[src/rtl/uart_text_pkg.sv]
// -----------------------------------------------------------------------------
// uart_text_pkg
// Shared definitions for the UART-to-text-buffer controller:
//   - control-code constants (CR, LF, BS, FF, ESC, SPACE, printable range)
//   - controller state enum
//   - default screen geometry and cursor field widths
//   - is_printable() helper
// -----------------------------------------------------------------------------
package uart_text_pkg;

  // Control codes understood by the controller.
  localparam logic [7:0] CR        = 8'h0D;
  localparam logic [7:0] LF        = 8'h0A;
  localparam logic [7:0] BS        = 8'h08;
  localparam logic [7:0] FF        = 8'h0C;
  localparam logic [7:0] ESC       = 8'h1B;
  localparam logic [7:0] SPACE     = 8'h20;
  localparam logic [7:0] PRINT_MIN = 8'h20;
  localparam logic [7:0] PRINT_MAX = 8'h7E;

  // Default geometry: 640x480 with an 8x16 font.
  localparam int DEF_COLS = 80;
  localparam int DEF_ROWS = 30;

  // Cursor port widths (fixed by the text-buffer consumer).
  localparam int ROW_W = 5;
  localparam int COL_W = 7;

  typedef enum logic [1:0] {
    ST_IDLE    = 2'd0,
    ST_ESC_ROW = 2'd1,
    ST_ESC_COL = 2'd2,
    ST_CLEAR   = 2'd3
  } state_e;

  function automatic logic is_printable(input logic [7:0] b);
    return (b >= PRINT_MIN) && (b <= PRINT_MAX);
  endfunction

endpackage

[src/rtl/uart_text_ctrl_if.sv]
// -----------------------------------------------------------------------------
// uart_text_ctrl_if
// Bundles the UART receiver input, the text-buffer write port and the cursor /
// status outputs of uart_text_ctrl.
//   rx_valid_i / rx_data_i : receiver byte level and data
//   wr_en_o / wr_addr_o / wr_data_o : one-cycle buffer write
//   cur_row_o / cur_col_o  : text cursor
//   busy_o / ovf_o         : clear sweep running / byte lost during a clear
// master : the controller side; slave : the environment (receiver + buffer).
// -----------------------------------------------------------------------------
interface uart_text_ctrl_if #(
  parameter int ADDR_W = 12
);
  logic              rx_valid_i;
  logic [7:0]        rx_data_i;
  logic              wr_en_o;
  logic [ADDR_W-1:0] wr_addr_o;
  logic [7:0]        wr_data_o;
  logic [4:0]        cur_row_o;
  logic [6:0]        cur_col_o;
  logic              busy_o;
  logic              ovf_o;

  modport master (
    input  rx_valid_i, rx_data_i,
    output wr_en_o, wr_addr_o, wr_data_o, cur_row_o, cur_col_o, busy_o, ovf_o
  );

  modport slave (
    output rx_valid_i, rx_data_i,
    input  wr_en_o, wr_addr_o, wr_data_o, cur_row_o, cur_col_o, busy_o, ovf_o
  );
endinterface

[src/rtl/uart_byte_strobe.sv]
// -----------------------------------------------------------------------------
// uart_byte_strobe
// Converts a level-style "byte valid" into a single-cycle event carrying the
// byte that was present on the rising edge of the level.
//   clk_i, rst_i : clock, asynchronous active-high reset
//   valid_i      : byte-valid level (held high for many cycles per byte)
//   data_i       : byte, stable while valid_i is high
//   evt_o        : one-cycle pulse per rising edge of valid_i
//   data_o       : byte captured with that rising edge
// -----------------------------------------------------------------------------
module uart_byte_strobe (
  input  logic       clk_i,
  input  logic       rst_i,
  input  logic       valid_i,
  input  logic [7:0] data_i,
  output logic       evt_o,
  output logic [7:0] data_o
);

  logic       valid_q;
  logic       evt_q;
  logic [7:0] data_q;

  // NOTE: clocked state uses non-blocking assignments so every register
  // samples pre-edge values regardless of statement or process order.
  always_ff @(posedge clk_i or posedge rst_i) begin
    if (rst_i) begin
      valid_q <= 1'b0;
      evt_q   <= 1'b0;
      data_q  <= 8'h00;
    end else begin
      valid_q <= valid_i;
      evt_q   <= valid_i & ~valid_q;
      if (valid_i && !valid_q) begin
        data_q <= data_i;
      end
    end
  end

  assign evt_o  = evt_q;
  assign data_o = data_q;

endmodule

[src/rtl/uart_text_ctrl.sv]
// -----------------------------------------------------------------------------
// uart_text_ctrl
// Turns received UART bytes into character-buffer writes and tracks a text
// cursor. Printables are written at the cursor; CR, LF, BS move the cursor;
// FF clears the screen (one write per cycle) and homes the cursor; ESC,row,col
// positions the cursor with clamping.
//   clk_i, rst_i : clock, asynchronous active-high reset
//   bus (master) : rx_valid_i/rx_data_i in; wr_en_o/wr_addr_o/wr_data_o,
//                  cur_row_o/cur_col_o, busy_o, ovf_o out
// One byte received during a clear is held and processed right after the
// sweep; a further byte in that window is dropped and flagged on ovf_o.
// -----------------------------------------------------------------------------
module uart_text_ctrl
  import uart_text_pkg::*;
#(
  parameter int COLS   = DEF_COLS,
  parameter int ROWS   = DEF_ROWS,
  parameter int ADDR_W = 12
) (
  input  logic              clk_i,
  input  logic              rst_i,
  uart_text_ctrl_if.master  bus
);

  localparam int CELLS = COLS * ROWS;
  localparam logic [ADDR_W-1:0] LAST_ADDR = ADDR_W'(CELLS - 1);
  localparam logic [COL_W-1:0]  LAST_COL  = COL_W'(COLS - 1);
  localparam logic [ROW_W-1:0]  LAST_ROW  = ROW_W'(ROWS - 1);

  // Byte events from the receiver level.
  logic       strb_evt;
  logic [7:0] strb_byte;

  uart_byte_strobe u_strobe (
    .clk_i   (clk_i),
    .rst_i   (rst_i),
    .valid_i (bus.rx_valid_i),
    .data_i  (bus.rx_data_i),
    .evt_o   (strb_evt),
    .data_o  (strb_byte)
  );

  state_e            state_q,    state_d;
  logic [ROW_W-1:0]  row_q,      row_d;
  logic [COL_W-1:0]  col_q,      col_d;
  logic [ROW_W-1:0]  esc_row_q,  esc_row_d;
  logic [ADDR_W-1:0] clr_addr_q, clr_addr_d;
  logic              wr_en_q,    wr_en_d;
  logic [ADDR_W-1:0] wr_addr_q,  wr_addr_d;
  logic [7:0]        wr_data_q,  wr_data_d;
  logic              busy_q,     busy_d;
  logic              ovf_q,      ovf_d;
  logic              pend_full_q, pend_full_d;
  logic [7:0]        pend_data_q, pend_data_d;

  // Linear buffer address of the current (pre-update) cursor.
  logic [ADDR_W-1:0] cur_addr;
  assign cur_addr = ADDR_W'(int'(row_q) * COLS + int'(col_q));

  // Byte actually consumed this cycle (pending entry has priority).
  logic       in_evt;
  logic [7:0] in_byte;

  always_ff @(posedge clk_i or posedge rst_i) begin
    if (rst_i) begin
      state_q     <= ST_IDLE;
      row_q       <= '0;
      col_q       <= '0;
      esc_row_q   <= '0;
      clr_addr_q  <= '0;
      wr_en_q     <= 1'b0;
      wr_addr_q   <= '0;
      wr_data_q   <= 8'h00;
      busy_q      <= 1'b0;
      ovf_q       <= 1'b0;
      pend_full_q <= 1'b0;
      pend_data_q <= 8'h00;
    end else begin
      state_q     <= state_d;
      row_q       <= row_d;
      col_q       <= col_d;
      esc_row_q   <= esc_row_d;
      clr_addr_q  <= clr_addr_d;
      wr_en_q     <= wr_en_d;
      wr_addr_q   <= wr_addr_d;
      wr_data_q   <= wr_data_d;
      busy_q      <= busy_d;
      ovf_q       <= ovf_d;
      pend_full_q <= pend_full_d;
      pend_data_q <= pend_data_d;
    end
  end

  always_comb begin
    // NOTE: every signal written here gets a default first, so no path can
    // leave one unassigned and infer a latch.
    state_d     = state_q;
    row_d       = row_q;
    col_d       = col_q;
    esc_row_d   = esc_row_q;
    clr_addr_d  = clr_addr_q;
    wr_en_d     = 1'b0;
    wr_addr_d   = wr_addr_q;
    wr_data_d   = wr_data_q;
    busy_d      = 1'b0;
    ovf_d       = ovf_q;
    pend_full_d = pend_full_q;
    pend_data_d = pend_data_q;
    in_evt      = 1'b0;
    in_byte     = 8'h00;

    if (state_q == ST_CLEAR) begin
      // The sweep owns the write port; incoming bytes go to the entry.
      wr_en_d    = 1'b1;
      wr_addr_d  = clr_addr_q;
      wr_data_d  = SPACE;
      busy_d     = 1'b1;
      clr_addr_d = clr_addr_q + ADDR_W'(1);
      if (clr_addr_q == LAST_ADDR) begin
        state_d    = ST_IDLE;
        clr_addr_d = '0;
      end
      if (strb_evt) begin
        if (!pend_full_q) begin
          pend_full_d = 1'b1;
          pend_data_d = strb_byte;
        end else begin
          ovf_d = 1'b1;
        end
      end
    end else begin
      // Drain the entry first; a fresh event in the same cycle refills it.
      if (pend_full_q) begin
        in_evt      = 1'b1;
        in_byte     = pend_data_q;
        pend_full_d = strb_evt;
        if (strb_evt) begin
          pend_data_d = strb_byte;
        end
      end else begin
        in_evt  = strb_evt;
        in_byte = strb_byte;
      end

      if (in_evt) begin
        unique case (state_q)
          ST_IDLE: begin
            if (is_printable(in_byte)) begin
              wr_en_d   = 1'b1;
              wr_addr_d = cur_addr;
              wr_data_d = in_byte;
              if (col_q == LAST_COL) begin
                col_d = '0;
                row_d = (row_q == LAST_ROW) ? '0 : row_q + ROW_W'(1);
              end else begin
                col_d = col_q + COL_W'(1);
              end
            end else begin
              case (in_byte)
                CR: col_d = '0;
                LF: begin
                  col_d = '0;
                  row_d = (row_q == LAST_ROW) ? '0 : row_q + ROW_W'(1);
                end
                BS: begin
                  if (col_q != '0) begin
                    // Address of the post-move cursor (same row).
                    col_d     = col_q - COL_W'(1);
                    wr_en_d   = 1'b1;
                    wr_addr_d = cur_addr - ADDR_W'(1);
                    wr_data_d = SPACE;
                  end
                end
                FF: begin
                  row_d      = '0;
                  col_d      = '0;
                  clr_addr_d = '0;
                  state_d    = ST_CLEAR;
                end
                ESC:     state_d = ST_ESC_ROW;
                default: ;
              endcase
            end
          end
          ST_ESC_ROW: begin
            esc_row_d = (int'(in_byte) >= ROWS) ? LAST_ROW : in_byte[ROW_W-1:0];
            state_d   = ST_ESC_COL;
          end
          ST_ESC_COL: begin
            row_d   = esc_row_q;
            col_d   = (int'(in_byte) >= COLS) ? LAST_COL : in_byte[COL_W-1:0];
            state_d = ST_IDLE;
          end
          default: ;
        endcase
      end
    end
  end

  assign bus.wr_en_o   = wr_en_q;
  assign bus.wr_addr_o = wr_addr_q;
  assign bus.wr_data_o = wr_data_q;
  assign bus.cur_row_o = row_q;
  assign bus.cur_col_o = col_q;
  assign bus.busy_o    = busy_q;
  assign bus.ovf_o     = ovf_q;

endmodule

[src/flat_wrapper.sv]
// flat-port wrapper written by rule: the top's interface ports become plain ports
module uart_text_ctrl_flat import uart_text_pkg::*;
#(
  parameter int COLS   = DEF_COLS,
  parameter int ROWS   = DEF_ROWS,
  parameter int ADDR_W = 12
)
  (clk_i, rst_i, bus_rx_valid_i, bus_rx_data_i, bus_wr_en_o, bus_wr_addr_o, bus_wr_data_o, bus_cur_row_o, bus_cur_col_o, bus_busy_o, bus_ovf_o);
  uart_text_ctrl_if #(.ADDR_W(ADDR_W)) bus_i ();
  input  logic clk_i;
  input  logic rst_i;
  input wire logic [$bits(bus_i.rx_valid_i)-1:0] bus_rx_valid_i;
  input wire logic [$bits(bus_i.rx_data_i)-1:0] bus_rx_data_i;
  output wire logic [$bits(bus_i.wr_en_o)-1:0] bus_wr_en_o;
  output wire logic [$bits(bus_i.wr_addr_o)-1:0] bus_wr_addr_o;
  output wire logic [$bits(bus_i.wr_data_o)-1:0] bus_wr_data_o;
  output wire logic [$bits(bus_i.cur_row_o)-1:0] bus_cur_row_o;
  output wire logic [$bits(bus_i.cur_col_o)-1:0] bus_cur_col_o;
  output wire logic [$bits(bus_i.busy_o)-1:0] bus_busy_o;
  output wire logic [$bits(bus_i.ovf_o)-1:0] bus_ovf_o;
  assign bus_i.rx_valid_i = bus_rx_valid_i;
  assign bus_i.rx_data_i = bus_rx_data_i;
  assign bus_wr_en_o = bus_i.wr_en_o;
  assign bus_wr_addr_o = bus_i.wr_addr_o;
  assign bus_wr_data_o = bus_i.wr_data_o;
  assign bus_cur_row_o = bus_i.cur_row_o;
  assign bus_cur_col_o = bus_i.cur_col_o;
  assign bus_busy_o = bus_i.busy_o;
  assign bus_ovf_o = bus_i.ovf_o;
  uart_text_ctrl #(.COLS(COLS), .ROWS(ROWS), .ADDR_W(ADDR_W)) u_core (.clk_i(clk_i), .rst_i(rst_i), .bus(bus_i));
endmodule
[config.mk]
export PLATFORM = sky130hd
export DESIGN_NAME = uart_text_ctrl_flat
export DESIGN_NICKNAME = d
export VERILOG_FILES = /design/src/rtl/uart_text_pkg.sv /design/src/rtl/uart_text_ctrl_if.sv /design/src/rtl/uart_byte_strobe.sv /design/src/rtl/uart_text_ctrl.sv /design/src/flat_wrapper.sv
export SDC_FILE = /design/constraint.sdc
export NUM_CORES = 1
export LEC_CHECK = 0
export CAP_MARGIN = 40
export CORE_MARGIN = 2
export CORE_UTILIZATION = 45
export CTS_BUF_LIST = sky130_fd_sc_hd__clkbuf_4
export CTS_CLUSTER_DIAMETER = 120
export DETAILED_ROUTE_END_ITERATION = 6
export PLACE_DENSITY = 0.75
export SLEW_MARGIN = 20
export SYNTH_ARGS = -nofsm -noshare
export SYNTH_HDL_FRONTEND = slang
export SYNTH_SLANG_ARGS = --single-unit
[constraint.sdc]
create_clock -name clk_i -period 3.1 [get_ports clk_i]
set_input_delay 0.62 -clock clk_i [delete_from_list [all_inputs] [get_ports clk_i]]
set_output_delay 0.62 -clock clk_i [all_outputs]
set_load 0.005 [all_outputs]
---- After elaboration in Yosys (flattened, before gate mapping) ----
Index checks and enable logic that the tools add are counted.
operators by class
  div/mod/pow operators ................... 0
  $mul .................................... 1
  bitwise operators ....................... 3
  mux-type cells .......................... 54
  $lt $le $gt $ge ......................... 4
  shift operators ......................... 0
  reduce and logical (&&, ||, !) cells .... 22
  equal/unequal tests ..................... 21
  add/subtract/negate cells ............... 6
operators by type and width
  cell                                                                count
  2-to-1 mux 12 bit                                                   12
  2-to-1 mux 8 bit                                                    12
  == test 8 x 4 -> 1 bit (second input constant)                      4
  2-to-1 mux 7 bit                                                    4
  one-hot mux 7 bit (2 select lines)                                  2
  2-to-1 mux 5 bit                                                    4
  one-hot mux 5 bit (2 select lines)                                  2
  AND reduction 5 bit                                                 3
  adder 12 x 1 -> 12 bit (second input constant)                      1
  adder 12 x 8 -> 12 bit                                              1
  == test 12 bit (second input constant)                              1
  2-to-1 mux 1 bit                                                    12
  subtractor 12 x 1 -> 12 bit (second input constant)                 1
  nonzero test 2 bit                                                  5
  AND reduction 3 bit                                                 3
  == test 8 x 5 -> 1 bit (second input constant)                      1
  greater-or-equal comparator 8 x 5 -> 1 bit (second input constant)  1
  greater-or-equal comparator 8 x 6 -> 1 bit (second input constant)  1
  greater-or-equal comparator 8 x 7 -> 1 bit (second input constant)  1
  <= comparator 8 x 7 -> 1 bit (second input constant)                1
  multiplier 5 x 3 -> 8 bit (second input constant)                   1
  2-to-1 mux 2 bit                                                    4
  != test 4 x 2 -> 1 bit (second input constant)                      2
  != test 4 x 3 -> 1 bit (second input constant)                      2
  other kinds (23)                                                    30
storage, ports and cells
  input port bits ......................... 11
  memories kept ........................... 0
  output and inout port bits .............. 35
  word-level logic and storage cells ...... 126
  memory bits (read-only) ................. 0
  flip-flop bits (word level) ............. 73
  latch bits .............................. 0
  bits in writable memories ............... 0

---- Longest topological paths before layout ----
  depth in word-level cells ............... 9
  depth in mapped cells ................... 10
  depth with buffers taken out ............ 9

---- By module ----
A second synthesis with hierarchy kept.
second synthesis, totals
  cells, all modules ...................... 503
  area, all modules ....................... 4703.3 um^2
by module, submodules not included
  module            seq. area each (um^2)  cells an instance  instances  area each (um^2)
  uart_text_ctrl    1576.5                 482                1          4295.4
  uart_byte_strobe  250.2                  21                 1          407.9

---- Worst setup path before layout ----
No wires, ideal clock.
  path kind ............................... register -> register
  from .................................... reg u_core.row_q[1], in the netlist u_core.bus.cur_row_o[1]
  to ...................................... reg u_core.wr_addr_q[11], in the netlist u_core.bus.wr_addr_o[11]
  clock period less this slack ............ 3166 ps
  buffers on the path ..................... 1
  arrival time ............................ 3044 ps
  data required time ...................... 2978 ps
  setup time .............................. 122 ps
  path slack .............................. -66 ps
  cell stages (with the launch flop) ...... 10
  cells stage by stage .................... dfrtp_1 > ha_1 > ha_1 > fa_1 > clkbuf_1 > or4_1 > a211o_1 > a2111oi_2 > mux2i_1 > nand2_1
on the way
  longest elaborated chain between the ends .. 9
RTL lines
  item                         RTL line               RTL
  start: declaration           uart_text_ctrl.sv:44   logic [ROW_W-1:0] row_q, row_d;
  start signal: assignment     uart_text_ctrl.sv:80   row_q <= row_d;
  multiplier 5 x 3 -> 8 bit *  uart_text_ctrl.sv:58   assign cur_addr = ADDR_W'(int'(row_q) * COLS + int'(col_q));
  adder 12 x 8 -> 12 bit *     uart_text_ctrl.sv:58
  subtractor 12 x 1 -> 12 bit  uart_text_ctrl.sv:170  wr_addr_d = cur_addr - ADDR_W'(1);
  2-to-1 mux 12 bit            uart_text_ctrl.sv:166  if (col_q != '0) begin
  2-to-1 mux 12 bit            uart_text_ctrl.sv:159  case (in_byte)
  2-to-1 mux 12 bit *          uart_text_ctrl.sv:148  if (is_printable(in_byte)) begin
  2-to-1 mux 12 bit *          uart_text_ctrl.sv:146  unique case (state_q)
  2-to-1 mux 12 bit *          uart_text_ctrl.sv:145  if (in_evt) begin
  2-to-1 mux 12 bit *          uart_text_ctrl.sv:112  if (state_q == ST_CLEAR) begin
  end signal: assignment       uart_text_ctrl.sv:85   wr_addr_q <= wr_addr_d;
  end: declaration             uart_text_ctrl.sv:49   logic [ADDR_W-1:0] wr_addr_q, wr_addr_d;
Mark *: on every way between the ends. The rest lies on a longest branch, timed or not. The select of a mux whose other input is x is not followed.
A chain may end at the register's enable or synchronous reset.

---- Worst setup path in the final report ----
  from .................................... reg u_core.row_q[3], in the netlist u_core.bus.cur_row_o[3]
  to ...................................... reg u_core.wr_addr_q[11], in the netlist u_core.bus.wr_addr_o[11]
The elaborated chain is that of the path after synthesis.

==> impl_metrics.csv <==
group,metric,value,unit
layout,final_layout_net_count,610,
worst_setup_path,critPathLaunchType,"flop",
yosys,yosysUniqueCellTypes,72,
worst_setup_path,reg2regPathDepth,9,
floorplan,die-height,108,um
power,internal_power,3.23,mW
power,design_power,5.92,mW
yosys,post-synth-top-count-cell,"sky130_fd_sc_hd__dfrtp_1",
grt,first_global_vias,4173,
worst_setup_path,setup.worst_path.class,"flop to flop",
run_status,outcome,"finished, final reports clean",
placed_design,dp.final_hpwl,9240,um
min_path,hold_path_end,"u_core.bus.wr_addr_o[2]$_DFFE_PP0P_",
sta,max_slew_margin,0.500,
worst_setup_path,worst_reg2reg_path_startpoint,"u_core.bus.cur_row_o[3]$_DFFE_PP0P_",
min_path,hold_path.startpoint,"u_core.bus.wr_addr_o[2]$_DFFE_PP0P_",
route,first_pass_iters,5,
sta,report.final.slew_viol_count,0,
cts,clk_pin_slew_worst_paths,120,ps
route,post_drt_wl_per_cell,17.4,um
cts,clkLatencyLatePin,440,ps
yosys,synth.top_cells.by_area,"sky130_fd_sc_hd__dfrtp_1 38%, sky130_fd_sc_hd__ha_1 5.7%, sky130_fd_sc_hd__mux2_2 4.9%, sky130_fd_sc_hd__o21ai_0 4.0%, sky130_fd_sc_hd__nand2_1 3.5%",
yosys,postSynth.topFlopCell,"sky130_fd_sc_hd__dfrtp_1",
min_path,hold_removal_path_class,"flop to flop",
cts,cts_tree,"yes",
sta,timing.fmax,0.329,GHz
placed_design,dp.cells,698,
route,drt_first_iter_violations,325,
yosys,synth_enable_flop_cells,0,
floorplan,placement_rows,37,
sta,setup_violations,0,
floorplan,design.die.area,11600,um2
yosys,synth_seq_area_share,0.378,
placed_design,dp_slack,15.1,ps
power,p_leak,2.40,nW
worst_setup_path,cp-end-kind,"flop",
grt,grt_overflow_total,0,
yosys,ys_top_cells_by_count,"73 x sky130_fd_sc_hd__dfrtp_1, 45 x sky130_fd_sc_hd__nand2_1, 39 x sky130_fd_sc_hd__o21ai_0",
layout,final_layout_size_suffix_gt1_frac,0.152,
sta,period_share,0.980,
floorplan,dieWidth,108,um
layout,syn2layout_area_growth,18.8,%
worst_setup_path,timing.critical_path.arrival,3380,ps
yosys,ys_ff_latch,73,
cts,htree_num_levels,3,
sta,worst_slack,61.9,ps
route,drt-total-wl,12400,um
layout,antennaDiodeCount,0,
yosys,yosysTopAreaCellShare,0.378,
worst_setup_path,reg2reg_to,"u_core.bus.wr_addr_o[11]$_DFFE_PP0P_",
sta,fin_hold_ws,495,ps
route,vias_post_dr,4253,
placed_design,portBuffers,45,
route,drt-vias-per-instance,5.94,
cts,cts_num_sinks,73,
power,net-switching-power,2.69,mW
sta,setup_repair_after_global_routing_missed_its_margin,"true",
grt,grt_max_degree,39,
cts,cts_inserted_buffers,9,
min_path,worstHoldPathCells,2,
sta,actual_transition_at_the_worst_max_transition_pin,748,ps
power,netSwitchingFraction,0.455,
floorplan,pin_count,46,
yosys,synth_largest_area_cell,"sky130_fd_sc_hd__dfrtp_1",
layout,number_of_fillers_in_the_final_layout,952,
yosys,ys_async_sr_fraction,1.00,
layout,finish.utilization,0.553,
grt,initial_antenna_violation_count,0,
worst_setup_path,rrSetupSlack,60,ps
cts,cts.path.max_buffers,2,
power,power.ir.vdd_worst,0.441,mV
floorplan,effective_utilization_at_floorplan,0.465,
floorplan,core_region_area,10400,um2
placed_design,gpl.final_weighted_congestion,0.893,
cts,cts_root_buf,"sky130_fd_sc_hd__clkbuf_4",
power,power_frac_comb,0.630,
power,power_frac_clock,0.102,
power,powerDensity,1030,nW/um2
grt,grt.total_usage,0.224,
sta,final_hold_viol_count,0,
yosys,synth.avg_cell_area,9.41,um2
grt,wire_length_of_the_first_global_routing_pass,20400,um
worst_setup_path,path_max_fanout,3,
worst_setup_path,critPathRequiredTime,3440,ps
flow_run,drv.max_cap_violation_count,0,
yosys,post_syn_area,4830,um2
sta,worst_clock_skew,16.3,ps
layout,finish.cell_count_without_fillers,716,
cts,holdBufCountCts,0,
route,drt.antenna.violating_nets,0,
yosys,yosysWarnings,0,
power,share_seq_of_total_power,0.268,
sta,fin_crit,3040,ps
yosys,post_synth_inst_count,513,
route,drc_errors,0,
yosys,syn_nets,548,
==> what timing repair did <==
action	4_1_cts	5_1_grt
endpoints found under the hold margin	0	0
buffers inserted	0	2
gates resized for setup	0	10
setup endpoints to repair	0	3
==> power groups by stage <==
stage                     logic, mW  registers [mW]  clock network (mW)
after global routing           4.11            1.64               0.658
final                          3.73            1.59               0.601
after global placement         3.44            1.58                   0
after floorplan                2.41            1.55                   0
after detailed placement       3.54            1.60                   0
after CTS                      3.56            1.58               0.613
==> worst max path at each step <==
stage,to,start,cells after the start
floorplan,u_core.bus.wr_addr_o[11]$_DFFE_PP0P_,u_core.bus.cur_row_o[1]$_DFFE_PP0P_,9
global placement,u_core.bus.wr_addr_o[11]$_DFFE_PP0P_,u_core.bus.cur_row_o[1]$_DFFE_PP0P_,9
detailed placement,u_core.bus.wr_addr_o[11]$_DFFE_PP0P_,u_core.bus.cur_row_o[1]$_DFFE_PP0P_,9
CTS,u_core.bus.wr_addr_o[11]$_DFFE_PP0P_,u_core.bus.cur_row_o[1]$_DFFE_PP0P_,9
global route,u_core.bus.wr_addr_o[11]$_DFFE_PP0P_,u_core.bus.cur_row_o[3]$_DFFE_PP0P_,9
finish,u_core.bus.wr_addr_o[11]$_DFFE_PP0P_,u_core.bus.cur_row_o[3]$_DFFE_PP0P_,9
==> flip-flops by register name, summed over array words and instances, names as in the netlist, 2 cells and up <==
name,cells
u_core.pend_data_q,8
u_core.u_strobe.data_o,8
u_core.bus.wr_addr_o,12
u_core.clr_addr_q,12
u_core.bus.cur_row_o,5
u_core.bus.wr_data_o,8
u_core.state_q,2
u_core.bus.cur_col_o,7
u_core.esc_row_q,5
==> final cells by class <==
cell class	count	area [um2]	area share
Clock buffer	10	75.1	0.0131
Tap cell	136	170	0.0297
Timing Repair Buffer	74	668	0.117
Multi-Input combinational cell	402	2880	0.502
Clock inverter	6	58.8	0.0103
Sequential cell	73	1830	0.319
Inverter	15	56.3	0.00982
==> routing by layer <==
| layer | track usage | part of all wire | wire [um] |
|---|---|---|---|
| met5 | 0 | 0 | 0 |
| met4 | 0.109 | 0.034 | 427 |
| met3 | 0.0424 | 0.042 | 523 |
| met2 | 0.368 | 0.48 | 6010 |
| met1 | 0.284 | 0.44 | 5480 |
==> stage by stage <==
| step | TNS (ps) | instance area [um2] |
|---|---|---|
| after floorplan | 0 | 4830 |
| after global placement | 0 | 5520 |
| after detailed placement | 0 | 5520 |
| after CTS | 0 | 5650 |
| after global routing | -21.7 | 5730 |
| final | 0 | 5730 |
==> kinds of logic after synthesis <==
family	synth area share
and+or+nand+nor	0.199
AOI/OAI and AO/OA	0.216
DFF	0.378
buffers and inverters	0.0402
muxes	0.0721
adders and majority gates	0.0674
xor gates and xnor gates	0.0264
==> worst max-delay path, stage by stage (launching register included) <==
cell and delay, ps:
sky130_fd_sc_hd__dfrtp_1 430, sky130_fd_sc_hd__ha_4 270, sky130_fd_sc_hd__ha_4 160, sky130_fd_sc_hd__fa_2 380
sky130_fd_sc_hd__xor2_2 170, sky130_fd_sc_hd__or4_4 530, sky130_fd_sc_hd__a211o_4 370, sky130_fd_sc_hd__a2111oi_4 360
sky130_fd_sc_hd__mux2i_1 220, sky130_fd_sc_hd__nand2_1 60
==> cell usage in the layout (no fill, tap or decap), types with 6 or more instances in the layout <==
cell	count
sky130_fd_sc_hd__mux2i_1	10
sky130_fd_sc_hd__a211oi_1	8
sky130_fd_sc_hd__nor2b_1	6
sky130_fd_sc_hd__and2_1	6
sky130_fd_sc_hd__o22ai_1	6
sky130_fd_sc_hd__nand2b_1	14
sky130_fd_sc_hd__mux2_2	21
sky130_fd_sc_hd__dfrtp_1	73
sky130_fd_sc_hd__clkbuf_4	10
sky130_fd_sc_hd__nand2_1	45
sky130_fd_sc_hd__a21oi_1	18
sky130_fd_sc_hd__clkdlybuf4s50_1	45
sky130_fd_sc_hd__inv_1	13
sky130_fd_sc_hd__o21ai_0	39
sky130_fd_sc_hd__nand3_1	15
sky130_fd_sc_hd__nor2_1	29
sky130_fd_sc_hd__nor3_1	14
sky130_fd_sc_hd__o31ai_1	13
sky130_fd_sc_hd__buf_4	29
sky130_fd_sc_hd__o21ai_1	13
sky130_fd_sc_hd__ha_1	19
sky130_fd_sc_hd__and3_1	16
sky130_fd_sc_hd__xnor2_1	8
(Power assumes the default switching activity.)
